## src/rtl/imem_loader_pkg.sv

```systemverilog
// Shared constants for the instruction-memory boot loader: sync byte,
// FSM state encoding and error codes.
package imem_loader_pkg;

  localparam logic [7:0] SYNC_BYTE = 8'hA5;

  typedef enum logic [2:0] {
    ST_IDLE   = 3'd0,
    ST_LEN_LO = 3'd1,
    ST_LEN_HI = 3'd2,
    ST_DATA   = 3'd3,
    ST_CHK    = 3'd4,
    ST_DONE   = 3'd5,
    ST_ERR    = 3'd6
  } state_e;

  typedef enum logic [1:0] {
    ERR_NONE    = 2'b00,
    ERR_LEN     = 2'b01,
    ERR_CHK     = 2'b10,
    ERR_TIMEOUT = 2'b11
  } err_code_e;

endpackage

```

## src/rtl/byte_word_packer.sv

```systemverilog
// Packs a byte stream into little-endian 32-bit words; emits a registered
// word with a one-cycle valid the cycle after the 4th byte.
module byte_word_packer (
  input  logic        clk,
  input  logic        reset_n,
  input  logic        clear_i,
  input  logic        en_i,
  input  logic [7:0]  byte_i,
  output logic        last_byte_o,
  output logic        word_vld_o,
  output logic [31:0] word_o
);

  logic [1:0]  byte_idx_q;
  logic [23:0] shift_q;
  logic        word_vld_q;
  logic [31:0] word_q;

  assign last_byte_o = en_i && (byte_idx_q == 2'd3);
  assign word_vld_o  = word_vld_q;
  assign word_o      = word_q;

  // Earlier bytes enter at the top and drift down, so byte 0 ends in [7:0].
  always_ff @(posedge clk or negedge reset_n) begin
    if (!reset_n) begin
      byte_idx_q <= '0;
      shift_q    <= '0;
      word_vld_q <= 1'b0;
      word_q     <= '0;
    end else begin
      word_vld_q <= last_byte_o;
      if (clear_i) begin
        byte_idx_q <= '0;
      end else if (en_i) begin
        byte_idx_q <= byte_idx_q + 2'd1;
        if (last_byte_o) begin
          word_q <= {byte_i, shift_q};
        end else begin
          shift_q <= {byte_i, shift_q[23:8]};
        end
      end
    end
  end

endmodule

```

## src/rtl/imem_boot_loader.sv

```systemverilog
// Byte-stream boot loader: frames A5/LEN/payload/XOR-checksum, writes words
// into instruction memory and holds the core in reset while loading.
module imem_boot_loader
  import imem_loader_pkg::*;
#(
  parameter int ADDR_WIDTH  = 6,
  parameter int TIMEOUT_CYC = 100000
) (
  input  logic                  clk,
  input  logic                  reset_n,
  input  logic [7:0]            rx_data,
  input  logic                  rx_valid,
  output logic                  mem_we,
  output logic [ADDR_WIDTH-1:0] mem_waddr,
  output logic [31:0]           mem_wdata,
  output logic                  cpu_reset_hold,
  output logic                  busy,
  output logic                  done,
  output logic                  err,
  output logic [1:0]            err_code
);

  localparam int              DEPTH   = 2 ** ADDR_WIDTH;
  localparam int              TW      = $clog2(TIMEOUT_CYC + 1);
  localparam logic [TW-1:0]   TO_LAST = TW'(TIMEOUT_CYC - 1);
  localparam logic [16:0]     DEPTH_L = 17'(DEPTH);

  state_e                state_q;
  logic [7:0]            len_lo_q;
  logic [ADDR_WIDTH:0]   len_q;
  logic [ADDR_WIDTH:0]   word_idx_q;
  logic [ADDR_WIDTH:0]   word_idx_d;
  logic [7:0]            chk_q;
  logic [TW-1:0]         tmo_q;
  logic [ADDR_WIDTH-1:0] waddr_q;
  logic                  hold_q;
  logic                  busy_q;
  logic                  done_q;
  logic                  err_q;
  logic [1:0]            err_code_q;

  logic [15:0] len_d;
  logic        len_bad;
  logic        in_frame;
  logic        sync_hit;
  logic        tmo_hit;
  logic        pk_en;
  logic        pk_last;
  logic        pk_vld;
  logic [31:0] pk_word;

  always_comb begin
    len_d      = {rx_data, len_lo_q};
    len_bad    = (len_d == 16'd0) || ({1'b0, len_d} > DEPTH_L);
    word_idx_d = word_idx_q + 1'b1;
    in_frame   = (state_q == ST_LEN_LO) || (state_q == ST_LEN_HI) ||
                 (state_q == ST_DATA)   || (state_q == ST_CHK);
    sync_hit   = rx_valid && (rx_data == SYNC_BYTE) &&
                 ((state_q == ST_IDLE) || (state_q == ST_ERR));
    // A byte arriving on the expiry cycle takes priority over the timeout.
    tmo_hit    = in_frame && !rx_valid && (tmo_q == TO_LAST);
    pk_en      = (state_q == ST_DATA) && rx_valid;
  end

  byte_word_packer u_packer (
    .clk         (clk),
    .reset_n     (reset_n),
    .clear_i     (sync_hit),
    .en_i        (pk_en),
    .byte_i      (rx_data),
    .last_byte_o (pk_last),
    .word_vld_o  (pk_vld),
    .word_o      (pk_word)
  );

  always_ff @(posedge clk or negedge reset_n) begin
    if (!reset_n) begin
      state_q    <= ST_IDLE;
      len_lo_q   <= '0;
      len_q      <= '0;
      word_idx_q <= '0;
      chk_q      <= '0;
      tmo_q      <= '0;
      waddr_q    <= '0;
      hold_q     <= 1'b0;
      busy_q     <= 1'b0;
      done_q     <= 1'b0;
      err_q      <= 1'b0;
      err_code_q <= ERR_NONE;
    end else begin
      done_q <= 1'b0;
      if (pk_last) begin
        waddr_q <= word_idx_q[ADDR_WIDTH-1:0];
      end
      if (in_frame && !rx_valid) begin
        tmo_q <= tmo_q + 1'b1;
      end else begin
        tmo_q <= '0;
      end

      if (tmo_hit) begin
        state_q    <= ST_ERR;
        err_q      <= 1'b1;
        err_code_q <= ERR_TIMEOUT;
        busy_q     <= 1'b0;
      end else begin
        case (state_q)
          ST_IDLE, ST_ERR: begin
            if (sync_hit) begin
              state_q    <= ST_LEN_LO;
              err_q      <= 1'b0;
              err_code_q <= ERR_NONE;
              chk_q      <= '0;
              word_idx_q <= '0;
              busy_q     <= 1'b1;
              hold_q     <= 1'b1;
            end
          end
          ST_LEN_LO: begin
            if (rx_valid) begin
              len_lo_q <= rx_data;
              state_q  <= ST_LEN_HI;
            end
          end
          ST_LEN_HI: begin
            if (rx_valid) begin
              if (len_bad) begin
                state_q    <= ST_ERR;
                err_q      <= 1'b1;
                err_code_q <= ERR_LEN;
                busy_q     <= 1'b0;
              end else begin
                len_q   <= len_d[ADDR_WIDTH:0];
                state_q <= ST_DATA;
              end
            end
          end
          ST_DATA: begin
            if (rx_valid) begin
              chk_q <= chk_q ^ rx_data;
              if (pk_last) begin
                word_idx_q <= word_idx_d;
                if (word_idx_d == len_q) begin
                  state_q <= ST_CHK;
                end
              end
            end
          end
          ST_CHK: begin
            if (rx_valid) begin
              if (rx_data == chk_q) begin
                state_q <= ST_DONE;
                done_q  <= 1'b1;
                hold_q  <= 1'b0;
                busy_q  <= 1'b0;
              end else begin
                state_q    <= ST_ERR;
                err_q      <= 1'b1;
                err_code_q <= ERR_CHK;
                busy_q     <= 1'b0;
              end
            end
          end
          ST_DONE: begin
            state_q <= ST_IDLE;
          end
          default: begin
            state_q <= ST_IDLE;
          end
        endcase
      end
    end
  end

  assign mem_we         = pk_vld;
  assign mem_waddr      = waddr_q;
  assign mem_wdata      = pk_word;
  assign cpu_reset_hold = hold_q;
  assign busy           = busy_q;
  assign done           = done_q;
  assign err            = err_q;
  assign err_code       = err_code_q;

endmodule

```

## config.mk

```make
export PLATFORM = sky130hd
export DESIGN_NAME = imem_boot_loader
export DESIGN_NICKNAME = d
export VERILOG_FILES = /design/src/rtl/imem_loader_pkg.sv /design/src/rtl/byte_word_packer.sv /design/src/rtl/imem_boot_loader.sv
export SDC_FILE = /design/constraint.sdc
export NUM_CORES = 1
export LEC_CHECK = 0
export ABC_AREA = 1
export BUFFER_PORTS_ARGS = -buffer_cell sky130_fd_sc_hd__clkbuf_2
export CORE_ASPECT_RATIO = 1.5
export CORE_MARGIN = 4
export CORE_UTILIZATION = 30
export DETAILED_ROUTE_END_ITERATION = 10
export GPL_ROUTABILITY_DRIVEN = 0
export GPL_TIMING_DRIVEN = 1
export SYNTH_ARGS = -nofsm -noshare
export SYNTH_HDL_FRONTEND = slang
export SYNTH_SLANG_ARGS = --single-unit
```

## constraint.sdc

```tcl
create_clock -name clk -period 1.5 [get_ports clk]
set_input_delay 0.3 -clock clk [delete_from_list [all_inputs] [get_ports clk]]
set_output_delay 0.3 -clock clk [all_outputs]
set_load 0.01 [all_outputs]
```

# Yosys cells after proc, flatten, opt, wreduce, memory -nomap -nowiden
# Index checks and enable logic that the tools add are counted.
totals:
  regBits: 121
classes:
  add_sub_neg: 3
  magnitude_cmp: 1
  eq_ne: 24
  n_mux: 48
  n_bitwise: 5
  n_reduce_logical: 29
op_table:
  columns: ["cell", "count"]
  rows:
  - ["2-to-1 mux 3 bit", 9]
  - ["2-to-1 mux 7 bit", 3]
  - ["!= test 3 bit (second input constant)", 7]
  - ["2-to-1 mux 2 bit", 9]
  - ["adder 17 x 1 -> 17 bit (second input constant)", 1]
  - ["equality test 17 bit (second input constant)", 1]
  - ["2-to-1 mux 1 bit", 17]
  - ["2-to-1 mux 17 bit", 1]
  - ["> comparator 16 x 7 -> 1 bit (second input constant)", 1]
  - ["zero test 16 bit", 1]
  - ["2-to-1 mux 8 bit", 2]
  - ["one-hot mux 8 bit (2 select lines)", 1]
  - ["one-hot mux 3 bit (5 select lines)", 1]
  - ["AND reduction 5 bit", 3]
  - ["one-hot mux 7 bit (2 select lines)", 1]
  - ["AND reduction 3 bit", 3]
  - ["equality test 8 bit", 1]
  - ["equality test 8 bit (second input constant)", 1]
  - ["AND reduction 4 bit", 2]
  - ["XOR 8 bit", 1]
  - ["adder 7 x 1 -> 7 bit (second input constant)", 1]
  - ["equality test 7 bit", 1]
  - ["AND reduction 7 bit", 1]
  - ["equality test 3 x 2 -> 1 bit (second input constant)", 2]
  - ["19 further kinds", 39]

# Logic depth before layout (Yosys ltp)
logic_depth:
  ltp_word: 8
  depth_mapped: 14
  mapped_depth_nobuf: 13

# By module
# A second synthesis with hierarchy kept.
hier_totals:
  cells_unflattened: 684
  area_unflattened_um2: 5748.0
by_module_without_submodules:
  columns: ["module", "n_inst", "cells_per_inst", "area_per_inst_um2"]
  rows:
  - ["imem_boot_loader", 1, 419, 3246.9]
  - ["byte_word_packer", 1, 265, 2501.1]

# Least setup slack after synthesis
# OpenSTA, ideal clock, no wires.
synth_timing:
  path_kind: "register to register"
  start: "reg word_idx_q[1]"
  end: "reg state_q[1]"
  t_arrival_ps: 1498
  required_time_ps: 1383
  setup_slack_ps: -115
  path_stages_with_launch: 14
  synth_period_minus_slack_ps: 1615
  cell_sequence: "dfrtp_1 > ha_1 > clkbuf_1 > nand4_1 > nand2_1 > nand2_1 > nand2_1 > nand2_1 > nor2_1 > nand2_1 > nand2_2 > nand2_1 > nand2_1 > nand2_1"
synth_between:
  elab_chain_len: 4
synth_rtl:
  columns: ["element", "line_no", "source"]
  rows:
  - ["start, declared", "imem_boot_loader.sv:31", "logic [ADDR_WIDTH:0] word_idx_q;"]
  - ["start signal, assigned", "imem_boot_loader.sv:142", "word_idx_q <= word_idx_d;"]
  - ["adder 7 x 1 -> 7 bit", "imem_boot_loader.sv:55", "word_idx_d = word_idx_q + 1'b1;"]
  - ["equality test 7 bit", "imem_boot_loader.sv:143", "if (word_idx_d == len_q) begin"]
  - ["!= test 3 x 2 -> 1 bit (no source line)", null, null]
  - ["AND reduction 7 bit (no source line)", null, null]
  - ["end signal, assigned", "imem_boot_loader.sv:144", "state_q <= ST_CHK;"]
  - ["end signal, assigned", "imem_boot_loader.sv:152", "state_q <= ST_DONE;"]
  - ["end signal, assigned", "imem_boot_loader.sv:157", "state_q <= ST_ERR;"]
  - ["end, declared", "imem_boot_loader.sv:28", "state_e state_q;"]
# No other way between the ends.
# A chain may end at the register's enable or synchronous reset.

# Worst setup path after layout
layout_timing:
  start: "reg tmo_q[16]"
  end: "reg state_q[1]"
layout_between:
  elab_chain_len: 4
  word_cells_on_any_way: 11
  cone_classes: "eq/ne (8); mux (1); reduce/logical (2)"
layout_rtl:
  columns: ["element", "line_no", "source"]
  rows:
  - ["start, declared", "imem_boot_loader.sv:34", "logic [TW-1:0] tmo_q;"]
  - ["start signal, assigned", "imem_boot_loader.sv:96", "tmo_q <= tmo_q + 1'b1;"]
  - ["equality test 17 bit *", "imem_boot_loader.sv:61", "tmo_hit = in_frame && !rx_valid && (tmo_q == TO_LAST);"]
  - ["logical AND 1 bit *", "imem_boot_loader.sv:61", null]
  - ["!= test 3 x 2 -> 1 bit (no source line) or != test 3 bit (tied branches)", null, null]
  - ["AND reduction 7 bit (no source line)", null, null]
  - ["end signal, assigned", "imem_boot_loader.sv:78", "state_q <= ST_IDLE;"]
  - ["end signal, assigned", "imem_boot_loader.sv:102", "state_q <= ST_ERR;"]
  - ["end signal, assigned", "imem_boot_loader.sv:110", "state_q <= ST_LEN_LO;"]
# Mark *: on every way between the ends. The rest lies on a longest branch, timed or not.

==> flow_summary.yaml <==
critical_path:
  crit_arrival_ns: 1.96
  cp_max_fo: 4
  reg2reg_slack_ns: -0.16
  worstSetupPathType: "reg2reg"
  start_kind: "register"
  worstPathRequired_ns: 1.80
  end_kind: "register"
outcome:
  status: "finished with violations"
  violations: "setup timing"
drt:
  via_per_inst: 4.58
  drc: 0
  vias: 4718
  top_layer: "met4"
  first_iter_violations: 288
  m1WireLength_microns: 5750
  wl_met3_microns: 454
  wl_per_cell_microns: 13.5
  drtAntennaViolNets: 0
  dr_wl_met2_microns: 7420
  drt-pass1-iter-count: 5
  drt-total-wl_microns: 13900
logic_synthesis:
  yosys_register_bits: 121
  syn_area_per_cell_sq_um: 8.33
  netlist_instances: 648
  synth_common_cells: "207 x nand2_1, 121 x dfrtp_1, 70 x inv_1"
  synth_top_cells_by_area: "dfrtp_1 56%, nand2_1 14%, o21ai_0 4.9%, inv_1 4.9%, nand3_1 4.1%"
  synth_edf_count: 0
  syn-num-nets: 662
  yosysWarnings: 0
  syn_area_sq_um: 5400
  synth_top_area_share: 0.561
  yosysSeqAreaShare: 0.561
  yosysMostFrequentCell: "nand2_1"
  synth_ff_type: "dfrtp_1"
  yosysUniqueCellTypes: 32
  async_flop_share: 1.00
  synth_area_leader_cell: "dfrtp_1"
pwr:
  powerDensity_nw_per_um2: 1720
  internal_power_mw: 8.75
  power.switching_mw: 4.72
  p_leak_nw: 3.87
  seqPwrFrac: 0.349
  finalPower_mw: 13.5
  switching_share: 0.350
  irDropWorstVdd_v: 0.000921
  combPwrFrac: 0.340
  pwr-share-clk: 0.311
grt:
  grt_pass1_vias: 4774
  grt_remaining_overflow: 0
  grt_pass1_wl_microns: 22400
  grt_max_degree: 56
  grt_antenna_before_repair: 0
  track_usage: 0.136
clock_tree:
  clk_latency_ns: 0.41
  cts_buffers: 17
  cts_sinks: 121
  clkTransAtPathRegs_ns: 0.06
  cts_buffer_depth: 2
  cts_tree: "yes"
  cts_root_buf: "clkbuf_16"
  htreeDepth: 4
sta:
  fin_crit_ns: 1.66
  finalHoldViolCount: 0
  rsz0062_at_grt: "true"
  fin_worst_skew_ns: 0.00696
  final-max-slew-violation-count: 0
  finalSetupViolCount: 24
  fmax_mhz: 604
  maxSlewHeadroom: 0.713
  worstMarginPinSlew_ns: 0.427
  period_share: 1.10
  fin_ws_ns: -0.156
  tns_ns: -1.34
run:
  max-cap-violations: 0
final_layout:
  antenna-diode-count: 0
  area_delta_synth_final_pct: 44.9
  final_nets: 818
  final_cells: 1030
  final_layout_size_suffix_gt1_frac: 0.351
  final_cell_area_sq_um: 7820
placement:
  placed_cell_area_sq_um: 6590
  dp_hpwl_microns: 9470
  dpl.cell_count: 978
  io_buffers: 55
  dp_slack_ns: -0.188
floorplanning:
  core_sq_um: 17500
  die_h_microns: 172
  row_count: 59
  die_area_sq_um: 20300
  chipWidth_microns: 118
  ios: 56
  initial_utilization: 0.309
worst_hold_path:
  min_path_type: "in2reg"
## power groups by stage
stage          clock [mW]  combinational [mW]  sequential (mW)
2_1_floorplan           0                2.25             4.63
3_3_place_gp            0                3.75             4.66
3_5_place_dp            0                3.83             4.68
4_1_cts              4.27                4.10             4.65
5_1_grt              4.43                5.18             4.81
6_report             4.19                4.58             4.70
## worst max-delay path: stages (launching register included)
cell,delay (ns)
dfrtp_1,0.40
nand2_1,0.09
nor3_1,0.35
nand3_1,0.20
nor2_4,0.17
nor2_1,0.06
nand2_2,0.10
nand2_2,0.07
nand2_1,0.06
nand2_1,0.05
## flip-flops by register name, summed over array words and instances, names as in the netlist
register             count
err                      1
state_q                  3
chk_q                    8
err_code                 2
u_packer.shift_q        24
busy                     1
cpu_reset_hold           1
tmo_q                   17
mem_waddr                6
done                     1
len_lo_q                 8
len_q                    7
word_idx_q               7
u_packer.word_vld_o      1
u_packer.byte_idx_q      2
u_packer.word_o         32
## path summary, 6_finish.rpt
path                                                      from                         endpoint  cells past startpoint
worst max-delay path                       tmo_q[16]$_DFF_PN0_           state_q[1]$_DFFE_PN0P_                      9
worst min-delay path                                rx_data[3]             chk_q[3]$_DFFE_PN0P_                      4
worst max register to register             tmo_q[16]$_DFF_PN0_           state_q[1]$_DFFE_PN0P_                      9
worst min register to register  u_packer.word_o[3]$_DFFE_PN0P_   u_packer.word_o[3]$_DFFE_PN0P_                      2
max in group asynchronous                              reset_n  u_packer.word_o[20]$_DFFE_PN0P_                      3
min in group asynchronous                              reset_n              tmo_q[15]$_DFF_PN0_                      2
## final cells by class
class | count | area, sq um
Clock buffer | 17 | 425
Clock inverter | 15 | 180
Fill cell | 1655 | 9670
Inverter | 72 | 278
Multi-Input combinational cell | 433 | 2410
Sequential cell | 121 | 3030
Tap cell | 213 | 267
Timing Repair Buffer | 159 | 1230
## per-stage QoR
step           hold slack [ns]  utilization
6_report                 0.235        0.447
5_1_grt                  0.265        0.447
4_1_cts                  0.228        0.421
3_5_place_dp             0.212        0.376
3_3_place_gp             0.208        0.376
2_1_floorplan          0.00441            -
## kinds of logic (layout without fill, tap and decap cells)
| logic type | after synthesis | count (layout) | share of synthesized area |
|---|---|---|---|
| simple gates | 323 | 323 | 0.254 |
| flops | 121 | 121 | 0.561 |
| compound gates | 101 | 101 | 0.0978 |
| buf+inv | 94 | 263 | 0.0702 |
| xor+xnor | 6 | 6 | 0.00974 |
| fa+ha+maj | 3 | 3 | 0.00695 |
## what timing repair did
item	in CTS	in global routing
pin swaps	13	39
hold buffers	1	0
buffers inserted	11	9
endpoints found under the hold margin	16	0
cloned	0	2
resized for setup	18	103
setup endpoints to repair	45	100
## placed cells by master (no fill, tap or decap), types with 20 or more instances in the layout
cell / instances
clkbuf_2: 54
nand2_1: 187
o21ai_1: 24
dfrtp_1: 118
inv_1: 64
buf_4: 81
nor2_1: 23
nand3_1: 28
nand2_2: 20
o21ai_0: 46
## routing by layer
metal / vias up / GRT usage
met4: 0 / 0.0551
met3: 30 / 0.0324
met5: - / 0
met2: 74 / 0.257
met1: 2209 / 0.147
li1: 2405 / -
(Power assumes the default switching activity.)
